$ cat src/rtl/imem_loader_pkg.sv
// Shared types and constants for the instruction-memory loader.
// Holds the loader state encoding and the memory geometry.
// Geometry is fixed at 64 words of 4 bytes with 6-bit word addresses.
package imem_loader_pkg;
  localparam int DEPTH          = 64;
  localparam int ADDR_W         = 6;
  localparam int BYTES_PER_WORD = 4;
  localparam int MAX_WORDS      = 64;
  localparam int BCNT_W         = 2;

  typedef enum logic [2:0] {
    ST_IDLE,
    ST_HDR,
    ST_DATA,
    ST_FILL,
    ST_DONE,
    ST_ERR
  } state_t;
endpackage

$ cat src/rtl/imem_loader_if.sv
// Bundles the loader's byte stream, RAM write port and status lines.
// Pure wiring, so it adds no latency.
// Stream backpressure is carried by in_ready (valid/ready handshake).
interface imem_loader_if #(
  parameter int N = 32
);
  import imem_loader_pkg::*;

  logic              start;
  logic              in_valid;
  logic [7:0]        in_data;
  logic              in_ready;
  logic              we;
  logic [ADDR_W-1:0] waddr;
  logic [N-1:0]      wdata;
  logic              busy;
  logic              done;
  logic              error;
  logic              cpu_hold;

  // Loader side.
  modport slave (
    input  start, in_valid, in_data,
    output in_ready, we, waddr, wdata, busy, done, error, cpu_hold
  );

  // Stream source / system side.
  modport master (
    output start, in_valid, in_data,
    input  in_ready, we, waddr, wdata, busy, done, error, cpu_hold
  );
endinterface

$ cat src/rtl/imem_loader_word_assembler.sv
// Packs stream bytes little-endian into N-bit words.
// word_vld/word_dat are combinational on the cycle the last byte of a word is taken.
// Never stalls: it only advances on byte_vld, so input gaps keep partial bytes intact.
module word_assembler
  import imem_loader_pkg::*;
#(
  parameter int N = 32
) (
  input  logic         clk,
  input  logic         reset,
  input  logic         clr,
  input  logic         byte_vld,
  input  logic [7:0]   byte_dat,
  output logic         word_vld,
  output logic [N-1:0] word_dat
);
  logic [BCNT_W-1:0] cnt_q, cnt_d;
  logic [N-1:0]      sh_q,  sh_d;

  // Shift each new byte in from the top so the first byte ends up in bits [7:0].
  always_comb begin
    cnt_d    = cnt_q;
    sh_d     = sh_q;
    word_vld = 1'b0;
    if (clr) begin
      cnt_d = '0;
      sh_d  = '0;
    end else if (byte_vld) begin
      sh_d = {byte_dat, sh_q[N-1:8]};
      if (cnt_q == BCNT_W'(BYTES_PER_WORD - 1)) begin
        word_vld = 1'b1;
        cnt_d    = '0;
      end else begin
        cnt_d = cnt_q + 1'b1;
      end
    end
  end

  assign word_dat = sh_d;

  // Byte counter and shift register state.
  always_ff @(posedge clk or negedge reset) begin
    if (!reset) begin
      cnt_q <= '0;
      sh_q  <= '0;
    end else begin
      cnt_q <= cnt_d;
      sh_q  <= sh_d;
    end
  end
endmodule

$ cat src/rtl/imem_loader.sv
// Loads a header+word byte stream into instruction RAM, zero-filling unused words.
// A word write appears one cycle after its last byte is accepted; fill writes come one per cycle.
// in_ready is high in HDR/DATA only and is never dropped for a write, so bytes flow without bubbles.
module imem_loader
  import imem_loader_pkg::*;
#(
  parameter int N     = 32,
  parameter int DEPTH = imem_loader_pkg::DEPTH
) (
  input  logic           clk,
  input  logic           reset,
  imem_loader_if.slave   bus
);
  localparam logic [ADDR_W-1:0] LAST_ADDR = ADDR_W'(DEPTH - 1);
  localparam logic [7:0]        MAX_W     = 8'(DEPTH);

  state_t            state_q, state_d;
  logic [ADDR_W-1:0] idx_q,   idx_d;
  logic [7:0]        wtot_q,  wtot_d;
  logic              last_q,  last_d;
  logic              we_q,    we_d;
  logic [ADDR_W-1:0] waddr_q, waddr_d;
  logic [N-1:0]      wdata_q, wdata_d;

  logic         in_ready;
  logic         fire;
  logic         asm_clr;
  logic         word_vld;
  logic [N-1:0] word_dat;
  logic         last_word;

  assign fire      = bus.in_valid && in_ready;
  assign last_word = (8'(idx_q) + 8'd1) == wtot_q;

  word_assembler #(.N(N)) u_asm (
    .clk      (clk),
    .reset    (reset),
    .clr      (asm_clr),
    .byte_vld (fire && (state_q == ST_DATA)),
    .byte_dat (bus.in_data),
    .word_vld (word_vld),
    .word_dat (word_dat)
  );

  // State register.
  always_ff @(posedge clk or negedge reset) begin
    if (!reset) state_q <= ST_IDLE;
    else        state_q <= state_d;
  end

  // Next-state: FILL also covers the single trailing cycle after the last write is issued.
  always_comb begin
    state_d = state_q;
    case (state_q)
      ST_IDLE: if (bus.start) state_d = ST_HDR;
      ST_HDR: begin
        if (fire) begin
          if (bus.in_data == 8'd0)       state_d = ST_FILL;
          else if (bus.in_data > MAX_W)  state_d = ST_ERR;
          else                           state_d = ST_DATA;
        end
      end
      ST_DATA: if (word_vld && last_word) state_d = ST_FILL;
      ST_FILL: if (last_q) state_d = ST_DONE;
      ST_DONE, ST_ERR: if (bus.start) state_d = ST_HDR;
      default: state_d = ST_IDLE;
    endcase
  end

  // Outputs and write-port/counter next values; the address counter saturates at the last word.
  always_comb begin
    in_ready = (state_q == ST_HDR) || (state_q == ST_DATA);
    asm_clr  = 1'b0;
    we_d     = 1'b0;
    waddr_d  = waddr_q;
    wdata_d  = wdata_q;
    idx_d    = idx_q;
    wtot_d   = wtot_q;
    last_d   = last_q;
    case (state_q)
      ST_IDLE, ST_DONE, ST_ERR: begin
        if (bus.start) begin
          asm_clr = 1'b1;
          idx_d   = '0;
          wtot_d  = '0;
          last_d  = 1'b0;
        end
      end
      ST_HDR: begin
        if (fire) begin
          wtot_d = bus.in_data;
          idx_d  = '0;
          last_d = 1'b0;
        end
      end
      ST_DATA: begin
        if (word_vld) begin
          we_d    = 1'b1;
          waddr_d = idx_q;
          wdata_d = word_dat;
          if (idx_q == LAST_ADDR) last_d = 1'b1;
          else                    idx_d  = idx_q + 1'b1;
        end
      end
      ST_FILL: begin
        if (!last_q) begin
          we_d    = 1'b1;
          waddr_d = idx_q;
          wdata_d = '0;
          if (idx_q == LAST_ADDR) last_d = 1'b1;
          else                    idx_d  = idx_q + 1'b1;
        end
      end
      default: ;
    endcase
  end

  // Registered write port and session counters.
  always_ff @(posedge clk or negedge reset) begin
    if (!reset) begin
      idx_q   <= '0;
      wtot_q  <= '0;
      last_q  <= 1'b0;
      we_q    <= 1'b0;
      waddr_q <= '0;
      wdata_q <= '0;
    end else begin
      idx_q   <= idx_d;
      wtot_q  <= wtot_d;
      last_q  <= last_d;
      we_q    <= we_d;
      waddr_q <= waddr_d;
      wdata_q <= wdata_d;
    end
  end

  assign bus.in_ready = in_ready;
  assign bus.we       = we_q;
  assign bus.waddr    = waddr_q;
  assign bus.wdata    = wdata_q;
  assign bus.busy     = (state_q == ST_HDR) || (state_q == ST_DATA) || (state_q == ST_FILL);
  assign bus.done     = (state_q == ST_DONE);
  assign bus.error    = (state_q == ST_ERR);
  assign bus.cpu_hold = (state_q != ST_DONE);
endmodule

$ cat src/flat_wrapper.sv
// flat-port wrapper written by rule: the top's interface ports become plain ports
module imem_loader_flat import imem_loader_pkg::*;
#(
  parameter int N     = 32,
  parameter int DEPTH = imem_loader_pkg::DEPTH
)
  (clk, reset, bus_start, bus_in_valid, bus_in_data, bus_in_ready, bus_we, bus_waddr, bus_wdata, bus_busy, bus_done, bus_error, bus_cpu_hold);
  imem_loader_if #(.N(N)) bus_i ();
  input  logic clk;
  input  logic reset;
  input wire logic [$bits(bus_i.start)-1:0] bus_start;
  input wire logic [$bits(bus_i.in_valid)-1:0] bus_in_valid;
  input wire logic [$bits(bus_i.in_data)-1:0] bus_in_data;
  output wire logic [$bits(bus_i.in_ready)-1:0] bus_in_ready;
  output wire logic [$bits(bus_i.we)-1:0] bus_we;
  output wire logic [$bits(bus_i.waddr)-1:0] bus_waddr;
  output wire logic [$bits(bus_i.wdata)-1:0] bus_wdata;
  output wire logic [$bits(bus_i.busy)-1:0] bus_busy;
  output wire logic [$bits(bus_i.done)-1:0] bus_done;
  output wire logic [$bits(bus_i.error)-1:0] bus_error;
  output wire logic [$bits(bus_i.cpu_hold)-1:0] bus_cpu_hold;
  assign bus_i.start = bus_start;
  assign bus_i.in_valid = bus_in_valid;
  assign bus_i.in_data = bus_in_data;
  assign bus_in_ready = bus_i.in_ready;
  assign bus_we = bus_i.we;
  assign bus_waddr = bus_i.waddr;
  assign bus_wdata = bus_i.wdata;
  assign bus_busy = bus_i.busy;
  assign bus_done = bus_i.done;
  assign bus_error = bus_i.error;
  assign bus_cpu_hold = bus_i.cpu_hold;
  imem_loader #(.N(N), .DEPTH(DEPTH)) u_core (.clk(clk), .reset(reset), .bus(bus_i));
endmodule
$ cat config.mk
export PLATFORM = sky130hd
export DESIGN_NAME = imem_loader_flat
export DESIGN_NICKNAME = d
export VERILOG_FILES = /design/src/rtl/imem_loader_pkg.sv /design/src/rtl/imem_loader_if.sv /design/src/rtl/imem_loader_word_assembler.sv /design/src/rtl/imem_loader.sv /design/src/flat_wrapper.sv
export SDC_FILE = /design/constraint.sdc
export NUM_CORES = 1
export LEC_CHECK = 0
export CAP_MARGIN = 20
export CELL_PAD_IN_SITES_DETAIL_PLACEMENT = 0
export CELL_PAD_IN_SITES_GLOBAL_PLACEMENT = 1
export CORE_MARGIN = 4
export CORE_UTILIZATION = 35
export DETAILED_ROUTE_END_ITERATION = 8
export GPL_ROUTABILITY_DRIVEN = 0
export PLACE_DENSITY = 0.67
export SKIP_CTS_REPAIR_TIMING = 1
export SLEW_MARGIN = 20
export SYNTH_ARGS = -nofsm -noshare
export SYNTH_HDL_FRONTEND = slang
export SYNTH_SLANG_ARGS = --single-unit
$ cat constraint.sdc
create_clock -name clk -period 5.1 [get_ports clk]
set_clock_uncertainty 0.15 [all_clocks]
set_input_delay 0.765 -clock clk [delete_from_list [all_inputs] [get_ports clk]]
set_output_delay 0.765 -clock clk [all_outputs]
set_load 0.03 [all_outputs]
==> run_results.csv, run 1 <==
group,metric,value,unit
timing,rsz0062_at_grt,"no",
cells_and_area,synthToLayoutAreaGrowth,24.3,%
setup_path,worst_ep_required_time,5.18,ns
synthesis,synth_nets,296,
global_routing,grt_max_degree,84,
setup_path,worst-setup-path-type,"input pin to register",
setup_path,start_kind,"input pin",
die,initial_core_util,35.7,%
pwr,powerDensity,450,nW/um2
clock_network,cts_tree,"done",
synthesis,ys_seq_area_share,59.8,%
timing,maxSlewHeadroom,46.9,%
global_routing,grt_pass1_wl,13400,um
setup_path,cp_cell_sequence,"clkdlybuf4s50_1, nand3b_1, a21o_1, buf_4, nor3_4, mux2_4, a22o_1",
timing,hold_viol,0,
timing,period_share,58.8,%
synthesis,synth-edff-count,0,
place,numPortBuffers,55,
job,maxCapViolCount,0,
cells_and_area,layout-drive-gt1-share,8.08,%
pwr,vdd.ir_drop.worst,0.227,mV
clock_network,clkSinkCount,83,
pwr,p_leak,1.99,nW
synthesis,synth_seq_cells,83,
timing,fin_crit,3.00,ns
timing,slew_violations,0,
global_routing,first_global_vias,2444,
drt,vias,2446,
drt,final_antenna_net_count,0,
timing,fmax,0.334,GHz
synthesis,netlist_area,3470,um2
clock_network,clk_path_buf_depth,2,
pwr,power,1.94,mW
clock_network,cts-htree-levels,3,
timing,setup_violations,0,
global_routing,gr-total-overflow,0,
timing,worst_pin_slew,0.797,ns
cells_and_area,nFillCells,948,
worst_hold_path,hold_class,"input pin to asynchronous set/reset pin",
clock_network,cts_buffers,9,
global_routing,grt_use_total,14.7,%
clock_network,insertion_delay,0.34,ns
drt,drt_iter0_drc,111,
status,status,"complete, no violations",
die,core_area,9730,um2
die,dieArea,11600,um2
die,ioPinCount,56,
die,num_rows,36,
clock_network,cts_root_buffer,"clkbuf_8",
die,die_height,108,um
clock_network,clkTransAtPathRegs,0.08,ns
cells_and_area,final_net_count,343,
setup_path,critPathMaxFanout,22,
setup_path,critPathSlowestCell,"clkdlybuf4s50_1",
setup_path,arrival,3.07,ns
die,die-width,108,um
place,hpwl,5030,um
synthesis,syn_inst,282,
drt,postRouteWirelength,7940,um
drt,drt_pre_antenna_iters,4,
drt,vias_per_cell,5.24,
synthesis,yosys_warnings,0,
synthesis,postSynthAreaPerCell,12.3,um2
synthesis,synth_ff_type,"dfrtp_1",
synthesis,synth.distinct_cells,47,
global_routing,antenna_found_initial,0,
setup_path,setup.worst_path.end_class,"register",
timing,fin_tns_setup,0,ns
drt,drc,0,
setup_path,cpPeakStageDelay,0.52,ns
drt,drt-wirelength-per-cell,17.0,um
cells_and_area,antenna_cells,0,
synthesis,postSynth.asyncResetShare,100,%
==> flip-flops by register name, indices dropped and copies added, names as in the netlist <==
register / cells
u_core.bus.wdata: 32
u_core.u_asm.sh_q: 24
u_core.wtot_q: 8
u_core.bus.waddr: 6
u_core.idx_q: 6
u_core.state_q: 3
u_core.u_asm.cnt_q: 2
u_core.bus.we: 1
u_core.last_q: 1
==> power by group <==
group	leakage, nW	internal [mW]	switching, mW
clock network	0.106	0.277	0.239
registers	1.14	0.750	0.121
logic	0.748	0.237	0.316
total	1.99	1.26	0.677
==> worst paths after layout <==
path / from / to / slack [ns] / cells past startpoint
min reg2reg: u_core.bus.waddr[4] / u_core.bus.waddr[4] / 0.33 / 2
max reg2reg: u_core.state_q[2] / u_core.idx_q[3] / 2.11 / 6
max in group asynchronous: reset / u_core.u_asm.sh_q[28] / 3.99 / 1
max: bus_in_valid / u_core.idx_q[3] / 2.10 / 7
min: reset / u_core.u_asm.sh_q[18] / 0.30 / 1
min in group clk: u_core.bus.waddr[4] / u_core.bus.waddr[4] / 0.33 / 2
==> kinds of logic after synthesis <==
logic type,share of synthesized area (%)
muxes,1.33
buffers and inverters,4.36
xor gates and xnor gates,2.52
and+or+nand+nor,8.90
DFF,59.8
AOI/OAI and AO/OA,22.4
adders and majority gates,0.720
==> final cells by class <==
class | instances | area [um2] | share of cell area, %
sequential | 83 | 2080 | 48.1
multi-input combinational | 168 | 1240 | 28.8
timing repair buffer | 59 | 582 | 13.5
tap | 133 | 166 | 3.85
clock buffer | 10 | 128 | 2.96
clock inverter | 6 | 90.1 | 2.09
inverter | 8 | 30.0 | 0.695
==> through the flow <==
| step | worst slack (ns) | hold WS, ns | cells | utilization (%) | cell area, um2 |
|---|---|---|---|---|---|
| after floorplan | 2.83 | 0.317 | 282 | - | 3470 |
| after global placement | 1.80 | 0.314 | 451 | 42.1 | 4100 |
| after detailed placement | 1.75 | 0.320 | 451 | 42.1 | 4100 |
| after CTS | 2.09 | 0.341 | 467 | 44.3 | 4310 |
| after global routing | 1.90 | 0.353 | 467 | 44.4 | 4320 |
| final | 2.10 | 0.299 | 467 | 44.4 | 4320 |
==> metal layers <==
metal  routed length, um  share of wire [%]  track usage [%]
met5                   0                  0                0
met4                  50               0.63             5.23
met3                 307                3.9             3.60
met2                3820                 48             21.9
met1                3760                 47             20.9
==> critical path, delay by kind of cell <==
kind,cells,cell delay [ns]
buffers and inverters,2,0.87
AND/OR/NAND/NOR,2,0.39
multiplexers,1,0.33
AO/OA/AOI/OAI,2,0.70
==> synth_stat cells (3+ instances only) <==
library cell	instances	share of area [%]
a21oi_1	6	0.86
a22o_1	68	17
and3_1	4	0.72
buf_2	9	1.3
clkbuf_1	8	0.86
dfrtp_1	83	60
inv_1	8	0.86
nand2_1	25	2.7
nand3_1	4	0.58
nor2_1	7	0.76
nor3_1	4	0.58
o21ai_0	5	0.72
xnor2_1	7	1.8
xor2_1	3	0.76
==> cell usage in the layout, fill, tap and decap left out, drive strengths merged, types with 2 or more instances in the layout <==
| master | count |
|---|---|
| mux2i | 2 |
| xnor2 | 7 |
| nor3 | 5 |
| clkbuf | 10 |
| clkinv | 3 |
| mux2 | 2 |
| a22o | 68 |
| a21oi | 6 |
| clkdlybuf4s50 | 54 |
| nand2 | 25 |
| nand3 | 4 |
| a21o | 2 |
| bufinv | 2 |
| a2bb2oi | 2 |
| inv | 8 |
| and3 | 5 |
| xor2 | 3 |
| dfrtp | 83 |
| ha | 2 |
| nor2 | 7 |
| o22ai | 2 |
| buf | 5 |
| o21ai | 6 |
| nand2b | 3 |
Note: power is estimated with default switching activity, not from simulation.
==> run 2, diff against run 1 <==
clock period = 2.79 ns   (was 5.1 ns; I/O delays follow)
==> run 2 against run 1 <==
Via count fell by 0.25%; global-route usage is 0.29 points lower; clock power rose by 59%; highest routed layer unchanged; final cell count rose by 1.3%; utilization up 0.21 points; design area increased by 0.46%; sequential share of layout area down 0.22 points; register-to-register slack worse by 1.7 ns; critical endpoint is now bus_done; first-iteration DRC count shrank 28%; hold slack better by 0.027 ns; combinational power increased by 90%; power increased by 78%.
==> run_results.csv, run 2 (synthesis results as in run 1) <==
group,metric,value,unit
cells_and_area,final_net_count,349,
clock_network,clk_path_buf_depth,2,
clock_network,cts_tree,"done",
die,die_height,108,um
place,dpl-instance-area,4150,um2
setup_path,worst-setup-path-type,"register to primary output",
cells_and_area,largest_register_ff_count,32,
timing,hold_viol,0,
timing,worst_pin_slew,0.642,ns
drt,drt-wirelength-per-cell,16.3,um
setup_path,critPathMaxFanout,19,
global_routing,grt_use_total,14.5,%
clock_network,cts_buffers,9,
timing,slew_violations,0,
timing,setup_ws,0.138,ns
drt,postRouteWirelength,7690,um
place,dp.cells,456,
timing,fin_tns_setup,0,ns
die,num_rows,36,
global_routing,antenna_found_initial,0,
clock_network,clkTransAtPathRegs,0.09,ns
worst_hold_path,hold_class,"register to register",
die,die-width,108,um
timing,fmax,0.377,GHz
cells_and_area,layout_common_cells,"dfrtp_1 (83), a22o_1 (68), clkdlybuf4s50_1 (54), nand2_1 (25)",
setup_path,worst_ep_required_time,2.22,ns
drt,vias,2440,
setup_path,setup.worst_path.end_class,"primary output",
timing,setup_violations,0,
cells_and_area,synthToLayoutAreaGrowth,24.9,%
die,ioPinCount,56,
cells_and_area,layout-drive-gt1-share,9.71,%
die,dieArea,11600,um2
global_routing,grt_max_degree,84,
place,numPortBuffers,55,
drt,drt_pre_antenna_iters,4,
pwr,p_leak,2.01,nW
timing,maxSlewHeadroom,57.2,%
drt,vias_per_cell,5.16,
timing,rsz0062_at_grt,"no",
status,status,"complete, no violations",
global_routing,first_global_vias,2515,
place,pre_cts_slack,0.283,ns
drt,final_antenna_net_count,0,
die,initial_core_util,35.7,%
cells_and_area,stdcell_area,4340,um2
pwr,powerDensity,796,nW/um2
clock_network,insertion_delay,0.36,ns
clock_network,cts_root_buffer,"clkbuf_8",
global_routing,grt_pass1_wl,13100,um
pwr,pwr-share-seq,45.9,%
clock_network,clkSinkCount,83,
pwr,clkPwrFrac,23.7,%
die,core_area,9730,um2
timing,fin_crit,2.65,ns
timing,hold_slack,0.327,ns
setup_path,start_kind,"register",
pwr,pwr-share-comb,30.4,%
pwr,switching_share,37.1,%
pwr,vdd.ir_drop.worst,0.312,mV
drt,drt_iter0_drc,80,
pwr,p_switching,1.28,mW
drt,drc,0,
job,maxCapViolCount,0,
pwr,power.internal,2.17,mW
global_routing,gr-total-overflow,0,
cells_and_area,mostFrequentLayoutCell,"dfrtp_1",
setup_path,arrival,2.08,ns
cells_and_area,final_cells,473,
place,hpwl,5130,um
timing,period_share,95.1,%
clock_network,cts-htree-levels,3,
cells_and_area,antenna_cells,0,
-- run 2: power groups by stage --
| stage | Combinational, mW | Sequential (mW) | Clock [mW] |
|---|---|---|---|
| 2_1_floorplan | 0.790 | 1.54 | 0 |
| 3_3_place_gp | 1.05 | 1.61 | 0 |
| 3_5_place_dp | 1.06 | 1.61 | 0 |
| 4_1_cts | 1.06 | 1.58 | 0.846 |
| 5_1_grt | 1.15 | 1.62 | 0.908 |
| 6_report | 1.05 | 1.59 | 0.818 |
-- run 2: final timing paths --
path	from	endpoint	depth (start not counted)	slack, ns
max	u_core.state_q[2]	bus_done	3	0.14
min	u_core.bus.waddr[2]	u_core.bus.waddr[2]	2	0.33
max reg2reg	u_core.idx_q[0]	u_core.idx_q[3]	6	0.42
min reg2reg	u_core.bus.waddr[2]	u_core.bus.waddr[2]	2	0.33
max in group asynchronous	reset	u_core.state_q[1]	3	1.69
min in group asynchronous	reset	u_core.bus.wdata[3]	3	0.47
-- run 2: final cells by class --
class | instances | area, um2
Fill cell | 956 | 5390
Multi-Input combinational cell | 168 | 1240
Sequential cell | 83 | 2080
Tap cell | 133 | 166
Timing Repair Buffer | 65 | 638
Clock inverter | 7 | 57.6
Inverter | 8 | 30.0
Clock buffer | 9 | 124
-- run 2: per-layer routing --
metal	vias to the layer above	wire [um]	global-route usage [%]
met3	7	296	4.08
met1	1245	3710	19.7
met4	0	96	4.33
li1	1146	-	-
met5	-	0	0
met2	42	3590	22.5
-- run 2: stage by stage --
step                power, mW  util [%]
CTS                      3.49      44.5
global placement         2.65      42.6
floorplan                2.33         -
detailed placement       2.66      42.6
finish                   3.45      44.6
global route             3.67      44.6
-- run 2: critical path, cell delays in order (launching register included) --
cell	delay [ns]
dfrtp_1	0.76
nand3_1	0.20
inv_1	0.09
clkdlybuf4s50_1	0.67
==> run 3, diff against run 2 <==
CAP_MARGIN = not set   (was 20)
CTS_CLUSTER_DIAMETER = 30   (was not set)
==> results of run 3 <==
Same layout as run 2: the final DEF is identical, and so are final timing and power.
